$ cat src/rtl/io_pkg.sv
// io_pkg: shared constants for the KEY/SW/HEX/LEDR/LEDG I/O window.
//   - Register byte addresses inside the 0xF0000xxx page.
//   - Bit positions of the ready/overrun flags in KCTRL/SCTRL.
//   - hex_to_seg: 4-bit value to active-low 7-segment pattern (gfedcba).
package io_pkg;

    localparam logic [19:0] IO_PAGE    = 20'hF0000;

    localparam logic [31:0] ADDR_HEX   = 32'hF000_0000;
    localparam logic [31:0] ADDR_LEDR  = 32'hF000_0004;
    localparam logic [31:0] ADDR_LEDG  = 32'hF000_0008;
    localparam logic [31:0] ADDR_KEY   = 32'hF000_0010;
    localparam logic [31:0] ADDR_SW    = 32'hF000_0014;
    localparam logic [31:0] ADDR_KCTRL = 32'hF000_0110;
    localparam logic [31:0] ADDR_SCTRL = 32'hF000_0114;

    localparam int unsigned STAT_READY   = 0;
    localparam int unsigned STAT_OVERRUN = 2;

    function automatic logic [6:0] hex_to_seg(input logic [3:0] d);
        logic [6:0] seg;
        case (d)
            4'h0: seg = 7'h40;
            4'h1: seg = 7'h79;
            4'h2: seg = 7'h24;
            4'h3: seg = 7'h30;
            4'h4: seg = 7'h19;
            4'h5: seg = 7'h12;
            4'h6: seg = 7'h02;
            4'h7: seg = 7'h78;
            4'h8: seg = 7'h00;
            4'h9: seg = 7'h10;
            4'hA: seg = 7'h08;
            4'hB: seg = 7'h03;
            4'hC: seg = 7'h46;
            4'hD: seg = 7'h21;
            4'hE: seg = 7'h06;
            default: seg = 7'h0E;
        endcase
        return seg;
    endfunction

endpackage

$ cat src/rtl/io_debouncer.sv
// io_debouncer: 2-flop synchronizer, stability counter and commit register
// for one group of raw inputs.
//   clk, reset : system clock, synchronous active-high reset
//   raw_in     : asynchronous input vector
//   value      : committed (debounced) vector
//   commit     : high for the cycle in which value is about to update
module io_debouncer #(
    parameter int unsigned WIDTH           = 4,
    parameter logic [31:0] DEBOUNCE_CYCLES = 32'd500000,
    parameter int unsigned CNT_BITS        = 20
) (
    input  logic             clk,
    input  logic             reset,
    input  logic [WIDTH-1:0] raw_in,
    output logic [WIDTH-1:0] value,
    output logic             commit
);

    localparam logic [CNT_BITS-1:0] CNT_DONE = CNT_BITS'(DEBOUNCE_CYCLES);

    logic [WIDTH-1:0]    sync1;
    logic [WIDTH-1:0]    sync2;
    logic [WIDTH-1:0]    last;
    logic [CNT_BITS-1:0] cnt;

    // cnt holds how many cycles sync2 has kept its current value; it is
    // reloaded with 1 on the first cycle of a new value and parks at CNT_DONE.
    assign commit = (sync2 == last) && (sync2 != value) && (cnt == CNT_DONE);

    always_ff @(posedge clk) begin
        if (reset) begin
            sync1 <= '0;
            sync2 <= '0;
            last  <= '0;
            value <= '0;
            cnt   <= '0;
        end else begin
            sync1 <= raw_in;
            sync2 <= sync1;
            last  <= sync2;
            if (commit) begin
                value <= sync2;
                cnt   <= '0;
            end else if (sync2 == value) begin
                cnt <= '0;
            end else if (sync2 != last) begin
                cnt <= CNT_BITS'(1);
            end else if (cnt != CNT_DONE) begin
                cnt <= cnt + 1'b1;
            end
        end
    end

endmodule

$ cat src/rtl/io_responder.sv
// io_responder: memory-mapped KEY/SW/HEX/LEDR/LEDG peripheral at 0xF0000xxx.
//   clk, reset        : system clock, synchronous active-high reset
//   addr, rdEn, wrtEn : bus address and one-cycle load/store strobes
//   dataIn / dataOut  : store data / combinational load data (0 when unselected)
//   sel               : addr lies in the 0xF0000xxx page
//   KEY, SW           : raw buttons (active-low) and switches
//   LEDR, LEDG        : LED registers
//   HEX0..HEX3        : 7-segment outputs, active-low
// Optional macro IO_HEX_DECODE_EN: decode the HEX register onto HEX0..HEX3;
// without it the displays stay blank (7'h7F) but the register still reads back.
module io_responder
    import io_pkg::*;
#(
    parameter int unsigned DBITS           = 32,
    parameter logic [31:0] DEBOUNCE_CYCLES = 32'd500000,
    parameter int unsigned CNT_BITS        = 20
) (
    input  logic             clk,
    input  logic             reset,
    input  logic [DBITS-1:0] addr,
    input  logic             wrtEn,
    input  logic             rdEn,
    input  logic [DBITS-1:0] dataIn,
    output logic [DBITS-1:0] dataOut,
    output logic             sel,
    input  logic [3:0]       KEY,
    input  logic [9:0]       SW,
    output logic [9:0]       LEDR,
    output logic [7:0]       LEDG,
    output logic [6:0]       HEX0,
    output logic [6:0]       HEX1,
    output logic [6:0]       HEX2,
    output logic [6:0]       HEX3
);

    logic [3:0]  key_val;
    logic        key_commit;
    logic [9:0]  sw_val;
    logic        sw_commit;
    logic [15:0] hex_reg;
    logic        k_ready, k_ovr, s_ready, s_ovr;
    logic [9:0]  word;
    logic        rd_key, rd_sw, clr_kovr, clr_sovr;
    logic        unused_bits;

    io_debouncer #(
        .WIDTH(4),
        .DEBOUNCE_CYCLES(DEBOUNCE_CYCLES),
        .CNT_BITS(CNT_BITS)
    ) u_key_db (
        .clk(clk),
        .reset(reset),
        .raw_in(~KEY),
        .value(key_val),
        .commit(key_commit)
    );

    io_debouncer #(
        .WIDTH(10),
        .DEBOUNCE_CYCLES(DEBOUNCE_CYCLES),
        .CNT_BITS(CNT_BITS)
    ) u_sw_db (
        .clk(clk),
        .reset(reset),
        .raw_in(SW),
        .value(sw_val),
        .commit(sw_commit)
    );

    assign sel      = (addr[31:12] == IO_PAGE);
    assign word     = addr[11:2];
    assign rd_key   = rdEn  && sel && (word == ADDR_KEY[11:2]);
    assign rd_sw    = rdEn  && sel && (word == ADDR_SW[11:2]);
    assign clr_kovr = wrtEn && sel && (word == ADDR_KCTRL[11:2]) && !dataIn[STAT_OVERRUN];
    assign clr_sovr = wrtEn && sel && (word == ADDR_SCTRL[11:2]) && !dataIn[STAT_OVERRUN];

    assign unused_bits = ^{addr[1:0], dataIn[DBITS-1:16]};

    always_ff @(posedge clk) begin
        if (reset) begin
            hex_reg <= '0;
            LEDR    <= '0;
            LEDG    <= '0;
        end else if (wrtEn && sel) begin
            case (word)
                ADDR_HEX[11:2]:  hex_reg <= dataIn[15:0];
                ADDR_LEDR[11:2]: LEDR    <= dataIn[9:0];
                ADDR_LEDG[11:2]: LEDG    <= dataIn[7:0];
                default: ;
            endcase
        end
    end

    // A commit always wins over a same-cycle read: the read returns the old
    // value and the new one stays pending, so ready stays set and the commit
    // is not counted as an overrun. A commit onto a still-pending value sets
    // overrun even if software is clearing it in the same cycle.
    always_ff @(posedge clk) begin
        if (reset) begin
            k_ready <= 1'b0;
            k_ovr   <= 1'b0;
            s_ready <= 1'b0;
            s_ovr   <= 1'b0;
        end else begin
            k_ready <= key_commit || (k_ready && !rd_key);
            k_ovr   <= (key_commit && k_ready && !rd_key) || (k_ovr && !clr_kovr);
            s_ready <= sw_commit || (s_ready && !rd_sw);
            s_ovr   <= (sw_commit && s_ready && !rd_sw) || (s_ovr && !clr_sovr);
        end
    end

    always_comb begin
        dataOut = '0;
        if (sel && rdEn) begin
            case (word)
                ADDR_HEX[11:2]:  dataOut[15:0] = hex_reg;
                ADDR_LEDR[11:2]: dataOut[9:0]  = LEDR;
                ADDR_LEDG[11:2]: dataOut[7:0]  = LEDG;
                ADDR_KEY[11:2]:  dataOut[3:0]  = key_val;
                ADDR_SW[11:2]:   dataOut[9:0]  = sw_val;
                ADDR_KCTRL[11:2]: begin
                    dataOut[STAT_READY]   = k_ready;
                    dataOut[STAT_OVERRUN] = k_ovr;
                end
                ADDR_SCTRL[11:2]: begin
                    dataOut[STAT_READY]   = s_ready;
                    dataOut[STAT_OVERRUN] = s_ovr;
                end
                default: dataOut = '0;
            endcase
        end
    end

`ifdef IO_HEX_DECODE_EN
    assign HEX0 = hex_to_seg(hex_reg[3:0]);
    assign HEX1 = hex_to_seg(hex_reg[7:4]);
    assign HEX2 = hex_to_seg(hex_reg[11:8]);
    assign HEX3 = hex_to_seg(hex_reg[15:12]);
`else
    assign HEX0 = '1;
    assign HEX1 = '1;
    assign HEX2 = '1;
    assign HEX3 = '1;
`endif

endmodule

$ cat config.mk
export PLATFORM = sky130hd
export DESIGN_NAME = io_responder
export DESIGN_NICKNAME = d
export VERILOG_FILES = /design/src/rtl/io_pkg.sv /design/src/rtl/io_debouncer.sv /design/src/rtl/io_responder.sv
export SDC_FILE = /design/constraint.sdc
export NUM_CORES = 1
export LEC_CHECK = 0
export ABC_CLOCK_PERIOD_IN_PS = 2600
export BUFFER_PORTS_ARGS = -buffer_cell sky130_fd_sc_hd__buf_4
export CAP_MARGIN = 20
export CORE_MARGIN = 2
export CORE_UTILIZATION = 53
export DETAILED_ROUTE_END_ITERATION = 6
export GPL_TIMING_DRIVEN = 0
export PLACE_DENSITY = 0.9
export SYNTH_ARGS = -nofsm -noshare
export SYNTH_HDL_FRONTEND = slang
export SYNTH_SLANG_ARGS = --single-unit
$ cat constraint.sdc
create_clock -name clk -period 2.6 [get_ports clk]
set_clock_uncertainty 0.1 [all_clocks]
set_input_delay 0.26 -clock clk [delete_from_list [all_inputs] [get_ports clk]]
set_output_delay 0.26 -clock clk [all_outputs]
set_load 0.1 [all_outputs]
==> results.py, run 1 <==
metrics = {
    "floorplan": {
        "row_count": 40,
        "dieWidth_um": 114.1,
        "die_h_um": 114.1,
        "core_area_um2": 11910,
        "io_pins": 161,
        "die_area_um2": 13010,
        "start_util": 0.5392,
    },
    "power": {
        "p_leak_nw": 3.273,
        "ir_drop_mv": 0.4962,
        "power_density_nw_per_um2": 621.5,
    },
    "detailed_routing": {
        "topRoutingLayerUsed": "met4",
        "routed-wl-met3_um": 1524,
        "drc": 0,
        "num_vias": 5843,
        "wl_um": 16710,
        "ant_nets": 0,
        "viasPerCell": 5.591,
        "firstDrtPassIters": 7,
        "drt-initial-drc-count": 522,
        "avgRoutedWirePerCell_um": 15.99,
        "wl_met2_um": 8133,
        "met1_length_um": 6535,
    },
    "outcome": {
        "status": "complete, no violations",
    },
    "grt": {
        "antenna_found_initial": 1,
        "grt_pass1_wl_um": 26920,
        "grt_pass1_vias": 5726,
        "grtUsageTotal": 0.2609,
        "grt_overflow": 0,
        "grt_max_degree": 17,
    },
    "critical_path": {
        "worstSetupPathType": "in2out",
        "critPathCaptureType": "primary output",
        "worstPathRequired_ns": 2.24,
        "crit_fanout": 8,
        "cp-start-kind": "input port",
        "worst_ep_arrival_time_ns": 2.17,
    },
    "logic_synthesis": {
        "syn_area_um2": 6422,
        "yosys_warnings": 0,
        "yosysSeqAreaShare": 0.4177,
        "synth_edf_count": 0,
        "synth.distinct_cells": 55,
        "async_flop_share": 0,
        "ys.flop_type": "dfxtp_1",
        "netlist_instances": 714,
        "syn_avg_cell_area_um2": 8.995,
        "ys_seq_elements": 134,
    },
    "final_layout": {
        "nets": 971,
        "post_route_cells_drive_above_1_share": 0.2475,
        "n_fill_cell": 865,
        "finalNonFillerCells": 1045,
        "areaGrowthSynthToFinish_pct": 31.85,
    },
    "min_path": {
        "hp-class": "in2reg",
    },
    "timing": {
        "drv_slew": 0,
        "tightest_slew_ns": 0.8206,
        "whs_ns": 0.01379,
        "setup_tns_ns": 0,
        "max_slew_margin": 0.4479,
        "fin_crit_ns": 2.534,
        "rsz0062_at_grt": "false",
        "setup_viol": 0,
        "period_share": 0.9746,
        "finalHoldViolCount": 0,
        "fmax_mhz": 394.6,
        "postLayoutSetupSlackWorst_ns": 0.06610,
    },
    "place": {
        "globalplace.congestion": 0.9058,
        "portBuffers": 97,
        "dp_slack_ns": -0.4022,
        "numPlacedInstances": 1000,
        "hpwl_um": 11310,
    },
    "job": {
        "cap_viol_max_count": 0,
    },
    "clock_network": {
        "cts_tree": "yes",
        "clk_pin_slew_ns": 0.06,
        "clkLatencyLatePin_ns": 0.41,
        "cts_root_buffer": "clkbuf_16",
        "htree_num_levels": 4,
        "cts_buffers": 17,
        "cts_buffer_depth": 2,
        "clock_sinks": 134,
    },
}
logic make-up (layout without fill, tap and decap cells):
| logic type | Yosys count | in the layout | synth area share |
|---|---|---|---|
| xor+xnor | 63 | 63 | 0.08591 |
| buf+inv | 95 | 236 | 0.08552 |
| compound gates | 89 | 89 | 0.08085 |
| fa+ha+maj | 4 | 4 | 0.007793 |
| mux | 24 | 24 | 0.04013 |
| other cells | 2 | 45 | 0.001169 |
| simple gates | 303 | 303 | 0.2809 |
| flops | 134 | 134 | 0.4177 |
cell usage in the layout (no fill, tap or decap), drive strengths merged, types with 19 or more instances in the layout:
cell type / n
nor4: 19
nor2b: 38
o21ai: 32
conb: 44
a21oi: 31
nor2: 89
nand4: 28
dfxtp: 134
clkbuf: 48
nand4b: 19
nand3: 32
buf: 150
mux2i: 19
xor2: 48
report_power, final:
group	switching (W)	leakage, nW	internal [W]
Clock	0.000865	0.302	0.00164
Combinational	0.000458	1.88	0.000192
Sequential	0.0000227	1.09	0.00208
cells in the mapped netlist, types with 3 or more instances:
cell type  number  area share
a21oi_1        31       0.024
a221oi_1        3      0.0041
and2_1          7      0.0068
and3_1          8      0.0078
and4_1          7      0.0095
buf_2           6      0.0047
buf_4          45       0.053
clkbuf_1       28       0.016
dfxtp_1       134        0.42
ha_1            4      0.0078
inv_1          12      0.0070
mux2_1          4      0.0070
mux2i_1        19       0.030
nand2_1        16      0.0094
nand2b_1       18       0.018
nand3_1        32       0.025
nand4_1        28       0.027
nand4b_1       19       0.026
nor2_1         78       0.046
nor2_4          9       0.016
nor2b_1        38       0.037
nor3_1          4      0.0031
nor4_1         14       0.014
nor4_2          3      0.0058
nor4b_1         4      0.0055
o21ai_0         3      0.0023
o21ai_1        29       0.023
o31ai_1        11       0.013
or4_1           5      0.0058
xnor2_1        15       0.020
xor2_1         48       0.065
per-layer routing:
layer  GRT usage  vias up
met5           0        -
met4      0.1252        0
met3     0.07888       66
met2      0.4353      315
met1      0.3072     2719
li1            -     2743
layout make-up:
class | count | area (um2) | share of cell area
multi-input cells | 527 | 3537 | 0.4177
flip-flops and latches | 134 | 2684 | 0.3169
repair buffers | 112 | 905.9 | 0.1070
plain buffers | 79 | 489.2 | 0.05777
clock buffers | 21 | 460.4 | 0.05437
well taps | 147 | 183.9 | 0.02172
clock inverters | 10 | 152.6 | 0.01803
inverters | 14 | 52.55 | 0.006206
diodes | 1 | 2.502 | 0.0002955
repair_timing:
item	4_1_cts	5_1_grt
hold buffers	14	0
resized for setup	13	4
pin swaps	1	0
gates cloned	0	0
buffers inserted	1	0
hold endpoints to repair	14	0
setup endpoints to repair	16	13
path summary, 6_finish.rpt:
| kind | from | endpoint | slack, ns | cells after the start |
|---|---|---|---|---|
| setup / recovery | addr[5] | dataOut[6] | 0.07 | 8 |
| hold reg to reg | u_sw_db.sync1[5] | u_sw_db.sync2[5] | 0.33 | 1 |
| setup reg to reg | u_sw_db.cnt[11] | u_sw_db.value[2] | 0.35 | 7 |
| hold / removal | dataIn[13] | hex_reg[13] | 0.01 | 3 |
critical path, cell delays in order:
cell and delay [ns]:
buf_4 0.12, or4_4 0.62, nor3_4 0.20, and3_1 0.18
buf_2 0.23, a221oi_1 0.16, nor2_4 0.18, buf_8 0.22
per-stage QoR:
stage / total power (W) / area [um2] / util
after detailed placement: 0.002765 / 7634 / 0.6409
after CTS: 0.005265 / 8448 / 0.7092
after global routing: 0.005415 / 8466 / 0.7107
final: 0.005263 / 8468 / 0.7109
after floorplan: 0.002626 / 6721 / -
after global placement: 0.002756 / 7634 / 0.6409
No activity file was read; power rests on OpenSTA's default activity.
==> inputs of run 2 (changes only) <==
- ABC_AREA: unset -> 1
- CORE_UTILIZATION: 53 -> 54
==> run 2 against run 1 <==
Net effect:
- core utilization rose by 0.80 points
- sequential power barely moved
- global-route usage rose by 0.22 points
- first-iteration DRC count fell by 22%
- final cell count rose by 27%
- synthesized area rose by 4.8%
- die area rose by 2.8%
- highest routed layer unchanged
==> results.py, run 2 <==
metrics = {
    "clock_network": {
        "cts_buffers": 17,
        "cts_buffer_depth": 2,
        "clk_pin_slew_ns": 0.06,
        "cts_setup_buffers": 0,
        "clkLatencyLatePin_ns": 0.43,
        "cts_tree": "yes",
        "clock_sinks": 134,
        "ctsResizeCount": 0,
        "htree_num_levels": 4,
        "cts_root_buffer": "clkbuf_16",
    },
    "critical_path": {
        "slowest_stage": "buf_4",
        "path_buf_inv": 5,
        "crit_fanout": 8,
        "worstSetupPathType": "in2out",
        "critPathCaptureType": "primary output",
        "worst_ep_arrival_time_ns": 2.11,
        "cp_cell_sequence": "buf_4 > nor2_1 > nand3_1 > inv_1 > nand2_1 > inv_1 > nand2_1 > nand3_1 > nand2_2 > nand3_1 > nand2_1 > clkinvlp_4 > buf_4",
        "max_stage_delay_ns": 0.28,
        "cp-start-kind": "input port",
        "critPathTopFamily": "simple AND/OR/NAND/NOR gates",
        "worstPathRequired_ns": 2.24,
    },
    "place": {
        "portBuffers": 98,
        "dp_slack_ns": 0.2191,
        "globalplace.congestion": 0.8999,
        "hpwl_um": 12020,
    },
    "final_layout": {
        "antenna_cells": 0,
        "final_common_cell": "nand2_1",
        "post_route_cells_drive_above_1_share": 0.2117,
        "n_fill_cell": 931,
        "nets": 1235,
        "layout_common_cells": "nand2_1 (200), inv_1 (155), buf_4 (147), nor2_1 (141), dfxtp_1 (134)",
        "areaGrowthSynthToFinish_pct": 29.33,
    },
    "outcome": {
        "status": "complete, no violations",
    },
    "timing": {
        "tightest_slew_ns": 0.5601,
        "postLayoutSetupSlackWorst_ns": 0.1343,
        "period_share": 0.9483,
        "drv_slew": 0,
        "max_slew_margin": 0.6266,
        "fin_crit_ns": 2.466,
        "finalHoldViolCount": 0,
        "rsz0062_at_grt": "false",
        "setup_viol": 0,
        "fmax_mhz": 405.6,
        "setup_tns_ns": 0,
    },
    "floorplan": {
        "die_h_um": 115.7,
        "start_util": 0.5559,
        "core_area_um2": 12110,
        "dieWidth_um": 115.7,
        "die_area_um2": 13380,
        "io_pins": 161,
        "row_count": 40,
    },
    "detailed_routing": {
        "topRoutingLayerUsed": "met4",
        "drc": 0,
        "drt-initial-drc-count": 407,
        "viasPerCell": 4.884,
        "firstDrtPassIters": 5,
        "avgRoutedWirePerCell_um": 13.05,
        "wl_um": 17360,
        "num_vias": 6496,
        "met1_length_um": 7264,
        "ant_nets": 0,
        "wl_met2_um": 8385,
        "routed-wl-met3_um": 1225,
    },
    "logic_synthesis": {
        "netlist_instances": 969,
        "ys_top_cells_by_count": "nand2_1 (202), inv_1 (157), nor2_1 (153)",
        "synth_top_area_cell": "dfxtp_1",
        "ys_top_cells_by_area": "dfxtp_1 (40%), nand2_1 (11%), inv_1 (8.8%), nor2_1 (8.5%), buf_4 (5.5%)",
        "ys_seq_elements": 134,
        "yosysMostFrequentCell": "nand2_1",
        "ys.flop_type": "dfxtp_1",
        "yosysSeqAreaShare": 0.3984,
        "synth_edf_count": 0,
        "yosys_warnings": 0,
        "syn_area_um2": 6733,
        "async_flop_share": 0,
        "synth.distinct_cells": 43,
        "syn_avg_cell_area_um2": 6.948,
        "synth_top_area_frac": 0.3984,
    },
    "power": {
        "ir_drop_mv": 0.5472,
        "p_leak_nw": 3.876,
        "power_density_nw_per_um2": 572.3,
    },
    "grt": {
        "grt_pass1_vias": 6127,
        "grt_max_degree": 17,
        "grt_pass1_wl_um": 27950,
        "grtUsageTotal": 0.2631,
        "antenna_found_initial": 0,
        "grt_overflow": 0,
    },
    "job": {
        "cap_viol_max_count": 0,
    },
    "min_path": {
        "hp-class": "in2reg",
    },
}
==> run 2: what timing repair did <==
action,in CTS,in global routing
setup endpoints to repair,0,0
hold buffers,21,0
endpoints found under the hold margin,21,0
==> run 2: kinds of logic after synthesis <==
logic type | after synthesis | share of synthesized area
adder cells (fa/ha/maj) | 4 | 0.007434
flip-flops | 134 | 0.3984
AND/OR/NAND/NOR | 468 | 0.3068
AO/OA/AOI/OAI | 109 | 0.09236
buffers and inverters | 226 | 0.1600
XOR/XNOR | 26 | 0.03382
other | 2 | 0.001115
==> run 2: final timing paths <==
| path | from | to | slack (ns) | cells after the start |
|---|---|---|---|---|
| setup / recovery | addr[11] | dataOut[0] | 0.13 | 13 |
| hold / removal | dataIn[4] | LEDR[4] | 0.02 | 3 |
| setup reg to reg | u_sw_db.cnt[0] | u_sw_db.value[2] | 0.56 | 12 |
| hold reg to reg | u_sw_db.sync1[5] | u_sw_db.sync2[5] | 0.30 | 2 |
==> run 2: report_power, final <==
part           switching (W)  internal, W  total [W]
registers          0.0000188      0.00208    0.00210
logic               0.000434     0.000182   0.000615
clock network       0.000926      0.00134    0.00226
total                0.00138      0.00360    0.00498
==> run 2: stage by stage <==
stage / cells / hold slack, ns / cell area [um2] / util / total power, W
after floorplan: 1011 / 0.2267 / 6998 / - / 0.002607
after global placement: 1277 / 0.2891 / 7944 / 0.6559 / 0.002719
after detailed placement: 1277 / 0.2948 / 7944 / 0.6559 / 0.002727
after CTS: 1330 / 0.008875 / 8707 / 0.7189 / 0.004983
after global routing: 1330 / 0.02465 / 8707 / 0.7189 / 0.005126
final: 1330 / 0.01606 / 8707 / 0.7189 / 0.004983
==> run 2: worst register-to-register path, stage by stage, from the launching register on <==
cell and delay [ns]:
dfxtp_1 0.35, inv_1 0.10, ha_1 0.20, nand3_1 0.09, nor3_1 0.14, nand2_1 0.07, nor2_1 0.22, nand3_1 0.15
nand2_1 0.10, buf_4 0.20, nand2_1 0.08, nand2_1 0.10, inv_1 0.05
==> run 2: layout make-up <==
type,instances,area [um2],share of cell area
multi-input cells,651,3231,0.3710
inverters,161,611.8,0.07027
clock inverters,11,102.6,0.01178
flip-flops and latches,134,2683,0.3081
well taps,168,210.2,0.02414
plain buffers,65,473.0,0.05432
clock buffers,21,450.4,0.05173
repair buffers,119,945.9,0.1086
==> run 2: per-layer routing <==
layer | vias up | track usage
met5 | - | 0
met4 | 0 | 0.1071
met3 | 46 | 0.06747
met2 | 269 | 0.4472
met1 | 2902 | 0.3187
li1 | 3279 | -
==> inputs of run 3 (changes only) <==
- ABC_CLOCK_PERIOD_IN_PS: 2600 -> 3150
- CORE_UTILIZATION: 54 -> 58
- PLACE_DENSITY: 0.9 -> 0.95
- clock period: 2.6 -> 3.15 ns (I/O delays scaled with it)
==> run 3 against run 2 <==
Net effect:
- sequential power is 17% lower
- largest cell class unchanged
- flip-flop and latch count is the same
- routed wire length increased by 1.0%
- largest power group unchanged
==> results.py, run 3 (synthesis gave the netlist of run 2 again) <==
metrics = {
    "outcome": {
        "status": "complete, no violations",
    },
    "job": {
        "cap_viol_max_count": 0,
    },
    "critical_path": {
        "critPathCaptureType": "primary output",
        "crit_fanout": 7,
        "cp-start-kind": "input port",
        "ff2ff_setup_slack_ns": 1.10,
        "worst_ep_arrival_time_ns": 2.18,
        "crit_end": "dataOut[0]",
        "r2r_cells": 12,
        "setup.worst_path.start": "addr[27]",
        "r2r-end": "u_sw_db.value[7]",
        "worstSetupPathType": "in2out",
        "r2r-start": "u_sw_db.cnt[0]",
        "worstPathRequired_ns": 2.73,
    },
    "min_path": {
        "hp-class": "in2reg",
    },
    "timing": {
        "drv_slew": 0,
        "tightest_slew_ns": 0.5144,
        "rsz0062_at_grt": "false",
        "finalHoldViolCount": 0,
        "setup_viol": 0,
        "max_slew_margin": 0.6571,
        "period_share": 0.8249,
        "fin_crit_ns": 2.598,
        "whs_ns": 0.004493,
        "fmax_mhz": 384.9,
    },
    "floorplan": {
        "core_area_um2": 11370,
        "io_pins": 161,
        "start_util": 0.5922,
        "die_area_um2": 12490,
        "row_count": 39,
        "dieWidth_um": 111.7,
        "die_h_um": 111.7,
    },
    "grt": {
        "grtUsageTotal": 0.2870,
        "grt_pass1_wl_um": 29120,
        "grt_max_degree": 17,
        "grt_pass1_vias": 6512,
        "antenna_found_initial": 0,
        "grt_overflow": 0,
    },
    "detailed_routing": {
        "drt-initial-drc-count": 528,
        "wl_um": 17550,
        "avgRoutedWirePerCell_um": 13.54,
        "num_vias": 6691,
        "drc": 0,
        "ant_nets": 0,
        "viasPerCell": 5.163,
        "firstDrtPassIters": 6,
    },
    "clock_network": {
        "clk_pin_slew_ns": 0.06,
        "clkLatencyLatePin_ns": 0.43,
        "ctsResizeCount": 0,
        "cts_buffer_depth": 2,
        "cts_buffers": 17,
        "cts_setup_buffers": 0,
        "cts_root_buffer": "clkbuf_16",
        "clock_sinks": 134,
        "htree_num_levels": 4,
        "cts_tree": "yes",
    },
    "place": {
        "globalplace.congestion": 0.8853,
        "hpwl_um": 11860,
        "placed_area_um2": 7820,
        "numPlacedInstances": 1252,
        "portBuffers": 98,
    },
    "final_layout": {
        "finalNonFillerCells": 1296,
        "layout_common_cells": "nand2_1 (202), inv_1 (157), nor2_1 (147), buf_4 (147), dfxtp_1 (134)",
        "antenna_cells": 0,
        "final_common_cell": "nand2_1",
        "post_route_cells_drive_above_1_share": 0.2029,
        "final_cell_area_um2": 8549,
        "nets": 1227,
        "areaGrowthSynthToFinish_pct": 26.98,
    },
    "power": {
        "power_density_nw_per_um2": 499.1,
        "ir_drop_mv": 0.4403,
        "p_leak_nw": 3.880,
    },
}
-- run 3: cell types whose count changed in the layout (fill, tap and decap cells not counted), moves of 3 or more --
cell           change
clkinvlp_4         -3
dlygate4sd3_1      -8
nor2_4             -6
clkinv_4           -3
nor2_1             +6
-- run 3: routing by layer --
metal,track usage,share of wire
met1,0.3100,0.38
met2,0.5079,0.51
met3,0.08111,0.077
met4,0.1539,0.034
met5,0,0
-- run 3: what timing repair did --
action                                 in CTS  in global routing
endpoints found under the hold margin      13                  0
setup endpoints to repair                   0                  0
hold buffers                               13                  0
-- run 3: critical path, stage by stage --
cell     delay [ns]
buf_4          0.11
nor2_1         0.09
nand2_1        0.06
nor2_2         0.11
nand2_2        0.06
nor2_4         0.20
nand2_1        0.22
inv_1          0.18
nand2_1        0.23
nand3_1        0.17
nand2_1        0.08
inv_1          0.07
buf_4          0.28
-- run 3: report_power, final --
group	switching, W	internal, W	total [W]	leakage [nW]
Clock	0.000736	0.00130	0.00203	0.292
Combinational	0.000355	0.000143	0.000498	2.50
Sequential	0.0000162	0.00172	0.00174	1.09
-- run 3: worst min path at each step --
| stage | from | endpoint | slack [ns] | depth (start not counted) |
|---|---|---|---|---|
| 3_3_place_gp | u_sw_db.sync1[0] | u_sw_db.sync2[0] | 0.29 | 2 |
| 2_1_floorplan | KEY[3] | u_key_db.sync1[3] | 0.28 | 1 |
| 3_5_place_dp | u_sw_db.sync1[4] | u_sw_db.sync2[4] | 0.30 | 2 |
| 6_report | SW[9] | u_sw_db.sync1[9] | 0.004 | 3 |
| 5_1_grt | SW[9] | u_sw_db.sync1[9] | 0.02 | 3 |
| 4_1_cts | SW[9] | u_sw_db.sync1[9] | 0.005 | 3 |
-- run 3: stage by stage --
stage,setup TNS (ns),utilization,total power (W),setup slack [ns]
final,0,0.7520,0.004267,0.5517
after global routing,0,0.7520,0.004384,0.3896
after CTS,0,0.7520,0.004261,0.5695
after detailed placement,0,0.6878,0.002249,0.6150
after global placement,0,0.6878,0.002242,0.6351
after floorplan,-1.147,-,0.002152,-0.4699
-- run 3: cell type report --
class	instances	area [um2]
flip-flops and latches	134	2683
repair buffers	111	865.8
clock buffers	22	474.2
clock inverters	9	125.1
well taps	143	178.9
plain buffers	65	473.0
inverters	161	604.3
multi-input cells	651	3146
fillers	790	2820
